File: src/rtl/payload_deframer_pkg.sv
// payload_deframer_pkg
//   Shared definitions for the payload deframer:
//   - DEFAULT_PAYLOAD_BITS / DEFAULT_CNT_W : parameter defaults for the top
//   - state_t                             : deframer FSM state encoding
//   Build option: define PARITY_CHECK_EN to add the trailing parity state.
package payload_deframer_pkg;

  localparam int DEFAULT_PAYLOAD_BITS = 8;
  localparam int DEFAULT_CNT_W        = 8;

`ifdef PARITY_CHECK_EN
  typedef enum logic [1:0] {
    ST_IDLE   = 2'd0,
    ST_SHIFT  = 2'd1,
    ST_PARITY = 2'd2
  } state_t;
`else
  typedef enum logic {
    ST_IDLE  = 1'b0,
    ST_SHIFT = 1'b1
  } state_t;
`endif

endpackage

File: src/rtl/payload_deframer_sat_counter.sv
// sat_counter
//   Up-counter that stops at all-ones instead of wrapping.
//   Ports:
//     clk   - clock
//     rst_n - asynchronous active-low reset, clears count
//     inc   - increment request for this cycle
//     count - current value (W bits)
module sat_counter #(
  parameter int W = 8
) (
  input  logic         clk,
  input  logic         rst_n,
  input  logic         inc,
  output logic [W-1:0] count
);

  always_ff @(posedge clk or negedge rst_n) begin
    if (!rst_n) begin
      count <= '0;
    end else if (inc && (count != {W{1'b1}})) begin
      count <= count + 1'b1;
    end
  end

endmodule

File: src/rtl/payload_deframer.sv
// payload_deframer
//   Collects a PAYLOAD_BITS-long MSB-first payload from a serial stream,
//   starting on the sync_hit pulse that marks payload bit 0. A new sync_hit
//   in the middle of a frame abandons it and restarts on the current bit.
//   Build option: PARITY_CHECK_EN adds a trailing even-parity bit per frame;
//   without it parity_err is constant 0.
//   Ports:
//     clk        - clock
//     rst_n      - asynchronous active-low reset
//     in         - serial bit stream
//     sync_hit   - one-cycle pulse, high while payload bit 0 is on in
//     data_out   - last completed payload, held until the next completion
//     data_valid - one-cycle pulse when data_out updates
//     parity_err - parity failure flag, qualified by data_valid
//     frame_cnt  - saturating count of completed frames
//     abort_cnt  - saturating count of abandoned frames
//
//   state     | meaning
//   ----------+-----------------------------------------------------------
//   ST_IDLE   | waiting for sync_hit; in is ignored
//   ST_SHIFT  | sampling payload bits 1..PAYLOAD_BITS-1
//   ST_PARITY | sampling the parity bit (PARITY_CHECK_EN builds only)
module payload_deframer
  import payload_deframer_pkg::*;
#(
  parameter int PAYLOAD_BITS = DEFAULT_PAYLOAD_BITS,
  parameter int CNT_W        = DEFAULT_CNT_W
) (
  input  logic                    clk,
  input  logic                    rst_n,
  input  logic                    in,
  input  logic                    sync_hit,
  output logic [PAYLOAD_BITS-1:0] data_out,
  output logic                    data_valid,
  output logic                    parity_err,
  output logic [CNT_W-1:0]        frame_cnt,
  output logic [CNT_W-1:0]        abort_cnt
);

  localparam int BCW = $clog2(PAYLOAD_BITS);
  localparam logic [BCW-1:0] LAST_BIT = BCW'(PAYLOAD_BITS - 1);

  state_t                  state, state_nxt;
  logic [PAYLOAD_BITS-1:0] shreg;
  logic [PAYLOAD_BITS-1:0] shreg_nxt;
  logic [PAYLOAD_BITS-1:0] payload_done;
  logic [BCW-1:0]          bit_cnt;
  logic                    start_frame;
  logic                    shift_en;
  logic                    complete;
  logic                    abort;

  // Left shift: bit 0 of the frame ends up in the MSB after PAYLOAD_BITS shifts.
  assign shreg_nxt = {shreg[PAYLOAD_BITS-2:0], in};

  always_ff @(posedge clk or negedge rst_n) begin
    if (!rst_n) begin
      state <= ST_IDLE;
    end else begin
      state <= state_nxt;
    end
  end

  always_comb begin
    state_nxt   = state;
    start_frame = 1'b0;
    shift_en    = 1'b0;
    complete    = 1'b0;
    abort       = 1'b0;
    case (state)
      ST_IDLE: begin
        if (sync_hit) begin
          start_frame = 1'b1;
          state_nxt   = ST_SHIFT;
        end
      end
      ST_SHIFT: begin
        if (sync_hit) begin
          // Resync wins over completion, even on the last payload bit.
          abort       = 1'b1;
          start_frame = 1'b1;
          state_nxt   = ST_SHIFT;
        end else begin
          shift_en = 1'b1;
          if (bit_cnt == LAST_BIT) begin
`ifdef PARITY_CHECK_EN
            state_nxt = ST_PARITY;
`else
            complete  = 1'b1;
            state_nxt = ST_IDLE;
`endif
          end
        end
      end
`ifdef PARITY_CHECK_EN
      ST_PARITY: begin
        if (sync_hit) begin
          abort       = 1'b1;
          start_frame = 1'b1;
          state_nxt   = ST_SHIFT;
        end else begin
          complete  = 1'b1;
          state_nxt = ST_IDLE;
        end
      end
`endif
      default: begin
        state_nxt = ST_IDLE;
      end
    endcase
  end

  always_ff @(posedge clk or negedge rst_n) begin
    if (!rst_n) begin
      shreg   <= '0;
      bit_cnt <= '0;
    end else if (start_frame) begin
      shreg   <= {{(PAYLOAD_BITS-1){1'b0}}, in};
      bit_cnt <= BCW'(1);
    end else if (shift_en) begin
      shreg <= shreg_nxt;
      if (bit_cnt == LAST_BIT) begin
        bit_cnt <= '0;
      end else begin
        bit_cnt <= bit_cnt + 1'b1;
      end
    end
  end

`ifdef PARITY_CHECK_EN
  // Payload is already complete in shreg; in carries the parity bit.
  assign payload_done = shreg;

  always_ff @(posedge clk or negedge rst_n) begin
    if (!rst_n) begin
      parity_err <= 1'b0;
    end else if (complete) begin
      parity_err <= ^{shreg, in};
    end
  end
`else
  // The last payload bit is still on in when the frame completes.
  assign payload_done = shreg_nxt;
  assign parity_err   = 1'b0;
`endif

  always_ff @(posedge clk or negedge rst_n) begin
    if (!rst_n) begin
      data_out   <= '0;
      data_valid <= 1'b0;
    end else begin
      data_valid <= complete;
      if (complete) begin
        data_out <= payload_done;
      end
    end
  end

  sat_counter #(.W(CNT_W)) u_frame_cnt (
    .clk   (clk),
    .rst_n (rst_n),
    .inc   (complete),
    .count (frame_cnt)
  );

  sat_counter #(.W(CNT_W)) u_abort_cnt (
    .clk   (clk),
    .rst_n (rst_n),
    .inc   (abort),
    .count (abort_cnt)
  );

endmodule

File: config.mk
export PLATFORM = sky130hd
export DESIGN_NAME = payload_deframer
export DESIGN_NICKNAME = d
export VERILOG_FILES = /design/src/rtl/payload_deframer_pkg.sv /design/src/rtl/payload_deframer_sat_counter.sv /design/src/rtl/payload_deframer.sv
export SDC_FILE = /design/constraint.sdc
export NUM_CORES = 1
export LEC_CHECK = 0
export ABC_AREA = 1
export BUFFER_PORTS_ARGS = -buffer_cell sky130_fd_sc_hd__buf_4
export CAP_MARGIN = 10
export CORE_ASPECT_RATIO = 1.25
export CORE_UTILIZATION = 50
export DETAILED_ROUTE_END_ITERATION = 10
export HOLD_SLACK_MARGIN = 0.12
export PLACE_DENSITY = 0.8
export SLEW_MARGIN = 20
export SYNTH_ARGS = -nofsm -noshare
export SYNTH_HDL_FRONTEND = slang
export SYNTH_SLANG_ARGS = --single-unit
File: constraint.sdc
create_clock -name clk -period 1.9 [get_ports clk]
set_clock_uncertainty 0.15 [all_clocks]
set_input_delay 0.285 -clock clk [delete_from_list [all_inputs] [get_ports clk]]
set_output_delay 0.285 -clock clk [all_outputs]
set_load 0.005 [all_outputs]
==> results of run 1 <==
layout by cell type (no fill, tap or decap), types with 4 or more instances in the layout:
cell / n
dfrtp_1: 36
buf_4: 29
ha_1: 4
clkbuf_8: 5
nand3_1: 13
nor2_1: 13
o21ai_1: 14
inv_1: 20
nand2_1: 82
registers in the layout, indices dropped and copies added, names as in the netlist:
register	cells
bit_cnt	3
data_out	8
data_valid	1
shreg	7
state	1
u_abort_cnt.count	8
u_frame_cnt.count	8
layer usage:
metal  share of wire, %  wire length, um  up-vias  GRT usage [%]
li1                   -                -      716              -
met4                1.6               48        0           8.88
met2                 52             1560       22           35.8
met5                  0                0        -              0
met1                 44             1310      656           23.3
met3                3.3               99        3           5.48
cell families (layout without fill, tap and decap cells):
logic type	count (synthesis)	after routing	synth area share (%)
xor gates and xnor gates	4	4	2.09
other	1	1	0.223
and+or+nand+nor	117	117	28.5
DFF	36	36	53.6
adders and majority gates	4	4	2.98
AOI/OAI and AO/OA	19	19	5.96
buffers and inverters	28	65	6.63
how the worst max path moves through the flow:
stage	startpoint	endpoint	slack, ns	depth (start not counted)
after detailed placement	bit_cnt[0]$_DFFE_PN0P_	u_frame_cnt.count[1]$_DFFE_PN0P_	0.27	8
after CTS	sync_hit	u_frame_cnt.count[2]$_DFFE_PN0P_	0.14	8
after global routing	sync_hit	u_frame_cnt.count[0]$_DFFE_PN0P_	0.007	9
after global placement	bit_cnt[0]$_DFFE_PN0P_	u_frame_cnt.count[4]$_DFFE_PN0P_	0.32	8
after floorplan	u_abort_cnt.count[0]$_DFFE_PN0P_	u_abort_cnt.count[4]$_DFFE_PN0P_	0.45	8
final	sync_hit	u_frame_cnt.count[2]$_DFFE_PN0P_	0.17	8
report_power, final:
part / total, uW / switching [uW] / leakage (uW) / internal (uW)
combinational: 464 / 216 / 0.000571 / 248
clock: 660 / 271 / 0.0000552 / 389
sequential: 1040 / 148 / 0.000471 / 896
total: 2170 / 635 / 0.00110 / 1530
layout make-up:
type / instances / area (sq um)
Sequential cell: 36 / 901
Tap cell: 37 / 46.3
Timing Repair Buffer: 32 / 248
Fill cell: 278 / 1120
Inverter: 25 / 96.3
Clock inverter: 2 / 35.0
Clock buffer: 6 / 72.6
Multi-Input combinational cell: 145 / 671
worst max-delay path: stages:
cell,delay [ns]
dlygate4sd3_1,0.54
buf_4,0.16
inv_2,0.13
nand3_2,0.21
inv_4,0.16
nand2_2,0.12
nand2_1,0.08
o21ai_1,0.07
what timing repair did:
item | 4_1_cts | 5_1_grt
endpoints found under the setup margin | 0 | 2
gates resized for setup | 0 | 2
endpoints found under the hold margin | 38 | 0
hold buffers | 3 | 0
through the flow:
| stage | cells | hold slack (ns) | total power, uW | setup WS [ns] |
|---|---|---|---|---|
| floorplan | 209 | -0.161 | 1280 | 0.446 |
| global route | 283 | 0.358 | 2310 | 0.00728 |
| CTS | 283 | 0.334 | 2190 | 0.142 |
| finish | 283 | 0.327 | 2170 | 0.166 |
| detailed placement | 272 | 0.119 | 1520 | 0.274 |
| global placement | 272 | 0.114 | 1520 | 0.317 |
==> impl_results.md, run 1 <==
* Outcome: complete, no violations
* Clk sinks at 36
* WL per Instance at 10.7 um
* CTS tree: yes
* Area Overhead vs Synth at 23.2%
* Clock Tree Root: clkbuf_8
* Clock-pin transition on the worst setup and hold timing paths at 0.07 ns
* CP Class: input port to register
* GPL Wtd Cong at 0.814
* DR vias/cell at 4.94
* Die Y at 66.8 um
* Unrepaired setup endpoints after global routing: no
* Final ANT Viol Nets at 0
* Starting density of the core at 52.6%
* Asr flop ratio synth at 100%
* Leakage power at 0.00110 uW
* Yosys warns at 0
* CTS Buf Count at 5
* Core area at 3190 sq um
* R2R Setup Slk at 0.28 ns
* Top_reg_cell synth: dfrtp_1
* Mapped Cells at 209
* NumNets Final at 253
* Global-route wire length before repair at 5350 um
* Power per cell area at 1050 nW/um^2
* Required time of the critical path at 1.92 ns
* Worst-case clock buffer depth at 2
* Die Area at 3600 sq um
* Grt ovf at 0
* Post-synth EDFFs at 0
* Iter 0 DRT Violations at 54
* DRC at 0
* Post-DP Area at 1930 sq um
* Routed wire length at 3020 um
* Synthesized flop and latch total at 36
* Net Count, Synth at 217
* Setup Buffers After CTS at 0
* Synth cell types at 22
* Fin crit share at 91.2%
* DRT Pass-1 Iters at 4
* Die W at 53.9 um
* Antenna Cells at 0
* Initial antenna violation count at 0
* Area contributors post-synth: dfrtp_1 54%, nand2_1 18%, inv_1 4.5%
* Final Max Tran Viols at 0
* Worst-path maximum fanout at 9
* H-tree depth at 2
* Total Routing Usage GR at 20.8%
* Endpoints failing hold at 0
* Vias in the first global route at 1270
* Tmin final at 1.73 ns
* Critical Path End Type: register
* Highest clock rate at 0.577 GHz
* Worst min-delay path class: input port to asynchronous set/reset pin
* Largest area contributor in the netlist: dfrtp_1
* Post-synth top cells: 82 x nand2_1, 36 x dfrtp_1, 20 x inv_1
* PortBufs at 28
* Worst Path Arrival at 1.75 ns
* Cell area after synthesis at 1680 sq um
* Worst reg-to-reg path cell count at 8
* Design area at 2070 sq um
* # rows at 23
* Sequential area share after synthesis at 53.6%
* Top cell type's share of synthesized area at 53.6%
* Largest net degree at the start of global routing at 37
* Boundary Pins at 30
* Via count at 1397
* DPL Wire Length at 2170 um
* Share of layout cells above drive strength 1 at 19.1%
* Mean Syn Cell Area at 8.04 sq um
* CP Launch Type: input port
* Maxcap violations at 0
* Crit Reg-Reg Startpoint: bit_cnt[0]$_DFFE_PN0P_
* Final setup violation count at 0
* Later-pin clock latency in the skew report at 0.29 ns
* Reg2reg end: u_frame_cnt.count[5]$_DFFE_PN0P_
* Util after Layout at 64.8%
* Worst vdd ir at 0.721 mV
* Most common cell in the netlist: nand2_1
* Setup TNS at 0 ns
No activity file was read; power rests on OpenSTA's default activity.
==> run 2: changes to the inputs <==
--- a/config.mk
+++ b/config.mk
@@ -12,7 +12,7 @@
 export CORE_UTILIZATION = 50
 export DETAILED_ROUTE_END_ITERATION = 10
 export HOLD_SLACK_MARGIN = 0.12
-export PLACE_DENSITY = 0.8
+export PLACE_DENSITY = 0.73
 export SLEW_MARGIN = 20
 export SYNTH_ARGS = -nofsm -noshare
 export SYNTH_HDL_FRONTEND = slang
==> run 2 against run 1 <==
Net effect: clock-buffer cell count unchanged; sequential cell count unchanged; critical path depth increased by 1; sequential share of layout area increased by 0.11 points; sequential power about the same; worst setup slack about the same; combinational power increased by 1%; non-clock buffer count decreased by 1; global-route usage about the same; die area unchanged; largest cell class unchanged; highest routed layer unchanged.
==> impl_results.md, run 2 (synthesis gave the netlist of run 1 again) <==
* Iter 0 DRT Violations at 27 (-50%)
* Required time of the critical path at 1.98 ns (+0.06 ns)
* NumNets Final at 252 (-0.40%)
* Share of layout cells above drive strength 1 at 19.2% (+0.078 points)
* Most common cell after layout, fill and taps aside: nand2_1
* Later-pin clock latency in the skew report at 0.28 ns (about the same)
* Tmin final at 1.73 ns (+0.000233 ns)
* CP Launch Type: input port
* R2R Setup Slk at 0.21 ns (-0.07 ns)
* CP Class: input port to register
* PortBufs at 28 (unchanged)
* Vias in the first global route at 1249 (-1.7%)
* Initial antenna violation count at 0 (unchanged)
* Pwr Total at 2160 uW (-0.39%)
* Die Area at 3600 sq um (unchanged)
* Core area at 3190 sq um (unchanged)
* Worst setup margin at 0.166 ns (-0.000233 ns)
* Boundary Pins at 30 (unchanged)
* Die W at 53.9 um (unchanged)
* CTS tree: yes
* GPL Wtd Cong at 0.796 (-2.2%)
* Grt ovf at 0 (unchanged)
* Worst min-delay path class: input port to register
* Clock-pin transition on the worst setup and hold timing paths at 0.07 ns (about the same)
* Worst Path Arrival at 1.81 ns (+0.06 ns)
* DR vias/cell at 4.88 (-1.1%)
* Setup Buffers After CTS at 0 (unchanged)
* CTS Buf Count at 5 (unchanged)
* Setup crit start: sync_hit
* Setup TNS at 0 ns (unchanged)
* Routed wire length at 3160 um (+4.6%)
* DPL Wire Length at 2240 um (+3.4%)
* Via count at 1377 (-1.4%)
* Top Registers: data_out: 8 flops, u_abort_cnt.count: 8 flops, u_frame_cnt.count: 8 flops
* Met3 GRT Util at 7.31% (+1.8 points)
* Pre-CTS WS at 0.176 ns (-0.0979 ns)
* Commonest non-fill, non-tap cells in the layout: 82 x nand2_1, 36 x dfrtp_1, 29 x buf_4
* Worst-path maximum fanout at 14 (+5)
* Power per cell area at 1050 nW/um^2 (-0.14%)
* DRC at 0 (unchanged)
* Unrepaired setup endpoints after global routing: no
* Starting density of the core at 52.6% (unchanged)
* Clock Tree Root: clkbuf_8
* Outcome: complete, no violations
* Die Y at 66.8 um (unchanged)
* Largest net degree at the start of global routing at 37 (unchanged)
* Final setup violation count at 0 (unchanged)
* WL per Instance at 11.2 um (+4.9%)
* Worst-case clock buffer depth at 2 (unchanged)
* Global-route wire length before repair at 5320 um (-0.52%)
* Fin crit share at 91.3% (about the same)
* H-tree depth at 2 (unchanged)
* Worst vdd ir at 0.945 mV (+31%)
* DRT Pass-1 Iters at 6 (+2)
* Final Max Tran Viols at 0 (unchanged)
* Reg2reg end: u_frame_cnt.count[5]$_DFFE_PN0P_
* CP endpoint: u_frame_cnt.count[5]$_DFFE_PN0P_
* Met2 usage at 32.9% (-2.9 points)
* Leakage power at 0.00109 uW (-0.28%)
* Met1 usage at 25.1% (+1.8 points)
* Endpoints failing hold at 0 (unchanged)
* Final ANT Viol Nets at 0 (unchanged)
* Maxcap violations at 0 (unchanged)
* Critical Path End Type: register
* Worst reg-to-reg path cell count at 8 (unchanged)
* # rows at 23 (unchanged)
* GRT busiest layer: met2
* Total Routing Usage GR at 20.8% (-0.037 points)
* Highest clock rate at 0.577 GHz (about the same)
* Crit Reg-Reg Startpoint: bit_cnt[0]$_DFFE_PN0P_
* Area Overhead vs Synth at 22.9%
* Antenna Cells at 0 (unchanged)
* Clk sinks at 36 (unchanged)
[run 2: cell types whose count changed in the layout (fill, tap and decap cells not counted), sizes merged]
| cell | change |
|---|---|
| dlygate4sd3 | -1 |
[run 2: timing repair]
action,4_1_cts,5_1_grt
hold endpoints to repair,37,0
hold buffers,2,0
setup endpoints to repair,0,7
resized for setup,0,2
[run 2: worst max-delay path: stages]
cell	delay, ns
dlygate4sd3_1	0.53
buf_4	0.15
inv_2	0.14
nand3_4	0.19
inv_2	0.18
nand2_2	0.12
inv_2	0.09
nand2_1	0.06
nand2_1	0.06
[run 2: report_power, final]
part | leakage [uW] | total (uW) | internal (uW) | switching (uW)
combinational | 0.000568 | 469 | 249 | 220
clock | 0.0000552 | 647 | 389 | 258
sequential | 0.000471 | 1040 | 897 | 147
[run 2: worst min-delay path by stage]
stage,startpoint,end,slack (ns),cells after the start
floorplan,rst_n,bit_cnt[0]$_DFFE_PN0P_,-0.16,0
global placement,rst_n,data_out[5]$_DFFE_PN0P_,0.12,1
detailed placement,rst_n,data_out[5]$_DFFE_PN0P_,0.12,1
CTS,in,data_out[0]$_DFFE_PN0P_,0.12,3
global route,in,data_out[0]$_DFFE_PN0P_,0.17,3
finish,in,data_out[0]$_DFFE_PN0P_,0.13,3
[run 2: cell type report]
class	count	area, sq um
fill	280	1130
sequential	36	901
multi-input combinational	145	678
timing repair buffer	31	238
inverter	25	93.8
clock buffer	6	72.6
tap	37	46.3
clock inverter	2	35.0
[run 2: metrics by stage]
| step | std cells | cell area, sq um | hold WS (ns) | util (%) |
|---|---|---|---|---|
| floorplan | 209 | 1680 | -0.161 | - |
| global placement | 272 | 1930 | 0.115 | 60.3 |
| detailed placement | 272 | 1930 | 0.117 | 60.3 |
| CTS | 282 | 2050 | 0.124 | 64.3 |
| global route | 282 | 2060 | 0.174 | 64.6 |
| finish | 282 | 2060 | 0.133 | 64.6 |
[run 2: per-layer routing]
metal | vias to the layer above | wire length, um | part of all wire [%]
li1 | 720 | - | -
met1 | 623 | 1480 | 47
met2 | 26 | 1490 | 47
met3 | 8 | 123 | 3.9
met4 | 0 | 58 | 1.8
met5 | - | 0 | 0
==> run 3: changes to the inputs <==
==> constraint.sdc (replaced) <==
create_clock -name clk -period 1.9 [get_ports clk]
set_clock_uncertainty 0.15 [all_clocks]
set_input_delay 0.285 -clock clk [delete_from_list [all_inputs] [get_ports clk]]
set_output_delay 0.285 -clock clk [all_outputs]
set_load 0.1 [all_outputs]
==> run 3 against run 2 <==
Net effect: sequential cell count unchanged; worst hold slack lost 0.0081 ns; non-clock buffer count increased by 1; sequential power hardly changed; clock power is 0.9% higher; die area unchanged; final cell count up 0.35%; cell area rose by 0.85%; utilization is 0.55 points higher; largest power group is now combinational cells.
==> impl_results.md, run 3 (synthesis gave the netlist of run 1 again) <==
* Setup TNS at 0 ns (unchanged)
* DRC at 0 (unchanged)
* Crit path cell chain: dlygate4sd3_1, buf_4, inv_2, nand3_4, inv_2, nand2_2, inv_2, nand2_1, nand2_1
* Worst-case clock buffer depth at 2 (unchanged)
* Area Overhead vs Synth at 23.9%
* Fin crit share at 87.6% (-3.6 points)
* Post-DP Area at 1950 sq um (+1.0%)
* Int Pwr at 1560 uW (+1.7%)
* CP Class: input port to register
* H-tree depth at 2 (unchanged)
* Final Max Tran Viols at 0 (unchanged)
* CP Launch Type: input port
* Routed wire length at 3070 um (-2.7%)
* PortBufs at 28 (unchanged)
* GPL Wtd Cong at 0.765 (-3.8%)
* Pre-CTS WS at 0.262 ns (+0.0860 ns)
* Outcome: complete, no violations
* Maxcap violations at 0 (unchanged)
* WL per Instance at 10.8 um (-3.1%)
* Worst setup margin at 0.235 ns (+0.0691 ns)
* Power per cell area at 1420 nW/um^2 (+36%)
* Logic pwr share at 42.3% (+21 points)
* Starting density of the core at 52.6% (unchanged)
* Worst Path Arrival at 1.74 ns (-0.07 ns)
* Clk sinks at 36 (unchanged)
* Later-pin clock latency in the skew report at 0.29 ns (about the same)
* Die W at 53.9 um (unchanged)
* Share of layout cells above drive strength 1 at 23.2% (+4.0 points)
* Sequential power share at 35.7% (-13 points)
* CP dominant cell by count: inv_2
* Clk pwr share at 22.0% (-8.0 points)
* Die Area at 3600 sq um (unchanged)
* FILL cells at 291 (+3.9%)
* Iter 0 DRT Violations at 35 (+30%)
* Required time of the critical path at 1.97 ns (about the same)
* Core area at 3190 sq um (unchanged)
* Slowest stage cell, crit path: dlygate4sd3_1
* DRT Pass-1 Iters at 4 (-2)
* Vias in the first global route at 1248 (-0.080%)
* Global-route wire length before repair at 5240 um (-1.5%)
* Max stage delay on crit path at 0.54 ns (about the same)
* Total Routing Usage GR at 20.7% (-0.065 points)
* Commonest non-fill, non-tap cells in the layout: 82 x nand2_1, 30 x buf_4, 26 x dfrtp_1
* Top Registers: data_out: 8 flops, u_abort_cnt.count: 8 flops, u_frame_cnt.count: 8 flops
* Final non-filler cell total at 283 (+0.35%)
* Die Y at 66.8 um (unchanged)
* Worst min-delay path class: input port to register
* Tmin final at 1.66 ns (-0.0691 ns)
* Dpl cells at 273 (+0.37%)
* Clock Tree Root: clkbuf_8
* Boundary Pins at 30 (unchanged)
* DPL Wire Length at 2170 um (-3.1%)
* Antenna Cells at 0 (unchanged)
* Critical Path End Type: register
* Final setup violation count at 0 (unchanged)
* Switch Pwr at 1400 uW (+120%)
* NumNets Final at 253 (+0.40%)
* Unrepaired setup endpoints after global routing: no
* DR vias/cell at 4.86 (-0.57%)
* CTS Buf Count at 5 (unchanged)
* Endpoints failing hold at 0 (unchanged)
* Worst vdd ir at 0.922 mV (-2.5%)
* Highest clock rate at 0.601 GHz (+4.2%)
* Clock-pin transition on the worst setup and hold timing paths at 0.07 ns (about the same)
* Sw Ratio at 47.3% (+18 points)
* Leakage power at 0.00109 uW (-0.87%)
* Via count at 1374 (-0.22%)
* Grt ovf at 0 (unchanged)
* Worst-path maximum fanout at 9 (-5)
* CTS tree: yes
* Largest net degree at the start of global routing at 37 (unchanged)
* Final ANT Viol Nets at 0 (unchanged)
* Design area at 2080 sq um (+0.85%)
* Initial antenna violation count at 0 (unchanged)
* # rows at 23 (unchanged)
* Most common cell after layout, fill and taps aside: nand2_1
## run 3: cell count changes in the layout (fill, tap and decap cells not counted)
cell,before,now
nor2_2,3,2
dfrtp_1,36,26
dfrtp_2,0,10
nor2_1,13,14
buf_4,29,30
## run 3: worst max-delay path, delay by kind of cell
| family | cells | cell delay (ns) |
|---|---|---|
| buffers and inverters | 5 | 1.09 |
| AND/OR/NAND/NOR | 4 | 0.36 |
## run 3: path summary, 6_finish.rpt
check                      depth (start not counted)                          endpoint                    start  slack (ns)
max                                                9  u_frame_cnt.count[1]$_DFFE_PN0P_                 sync_hit        0.24
min                                                3           data_out[0]$_DFFE_PN0P_                       in        0.13
max reg2reg                                        8  u_frame_cnt.count[5]$_DFFE_PN0P_   bit_cnt[0]$_DFFE_PN0P_        0.29
min reg2reg                                        2           data_out[5]$_DFFE_PN0P_  data_out[5]$_DFFE_PN0P_        0.33
max in group asynchronous                          2  u_frame_cnt.count[1]$_DFFE_PN0P_                    rst_n        0.92
min in group asynchronous                          2           data_out[0]$_DFFE_PN0P_                    rst_n        0.33
## run 3: power groups by stage
stage	Combinational (uW)	Clock (uW)	Sequential [uW]
after floorplan	252	0	1800
after global placement	1240	0	1070
after detailed placement	1250	0	1070
after CTS	1260	676	1060
after global routing	1330	715	1080
final	1250	653	1060
## run 3: timing repair
item	CTS	global route
hold buffers	2	0
endpoints found under the hold margin	37	0
gates resized for setup	0	1
setup buffers	0	0
setup endpoints to repair	0	1
## run 3: layout make-up
cell class | count | area, sq um | share of cell area, %
Clock inverter | 2 | 35.0 | 1.68
Tap cell | 37 | 46.3 | 2.22
Inverter | 25 | 93.8 | 4.51
Timing Repair Buffer | 32 | 245 | 11.8
Sequential cell | 36 | 913 | 43.9
Clock buffer | 6 | 72.6 | 3.49
Multi-Input combinational cell | 145 | 676 | 32.5
## run 3: per-layer routing
metal	vias to the layer above	global-route usage, %	share of wire (%)
li1	718	-	-
met1	623	24.2	46
met2	29	32.6	48
met3	4	7.53	4.5
met4	0	10.2	1.4
met5	-	0	0
## run 3: per-stage QoR
| stage | total power [uW] | hold slack (ns) | util, % |
|---|---|---|---|
| 2_1_floorplan | 2050 | -0.161 | - |
| 3_3_place_gp | 2310 | 0.114 | 60.9 |
| 3_5_place_dp | 2320 | 0.111 | 60.9 |
| 4_1_cts | 2990 | 0.121 | 64.9 |
| 5_1_grt | 3130 | 0.125 | 65.2 |
| 6_report | 2960 | 0.125 | 65.2 |
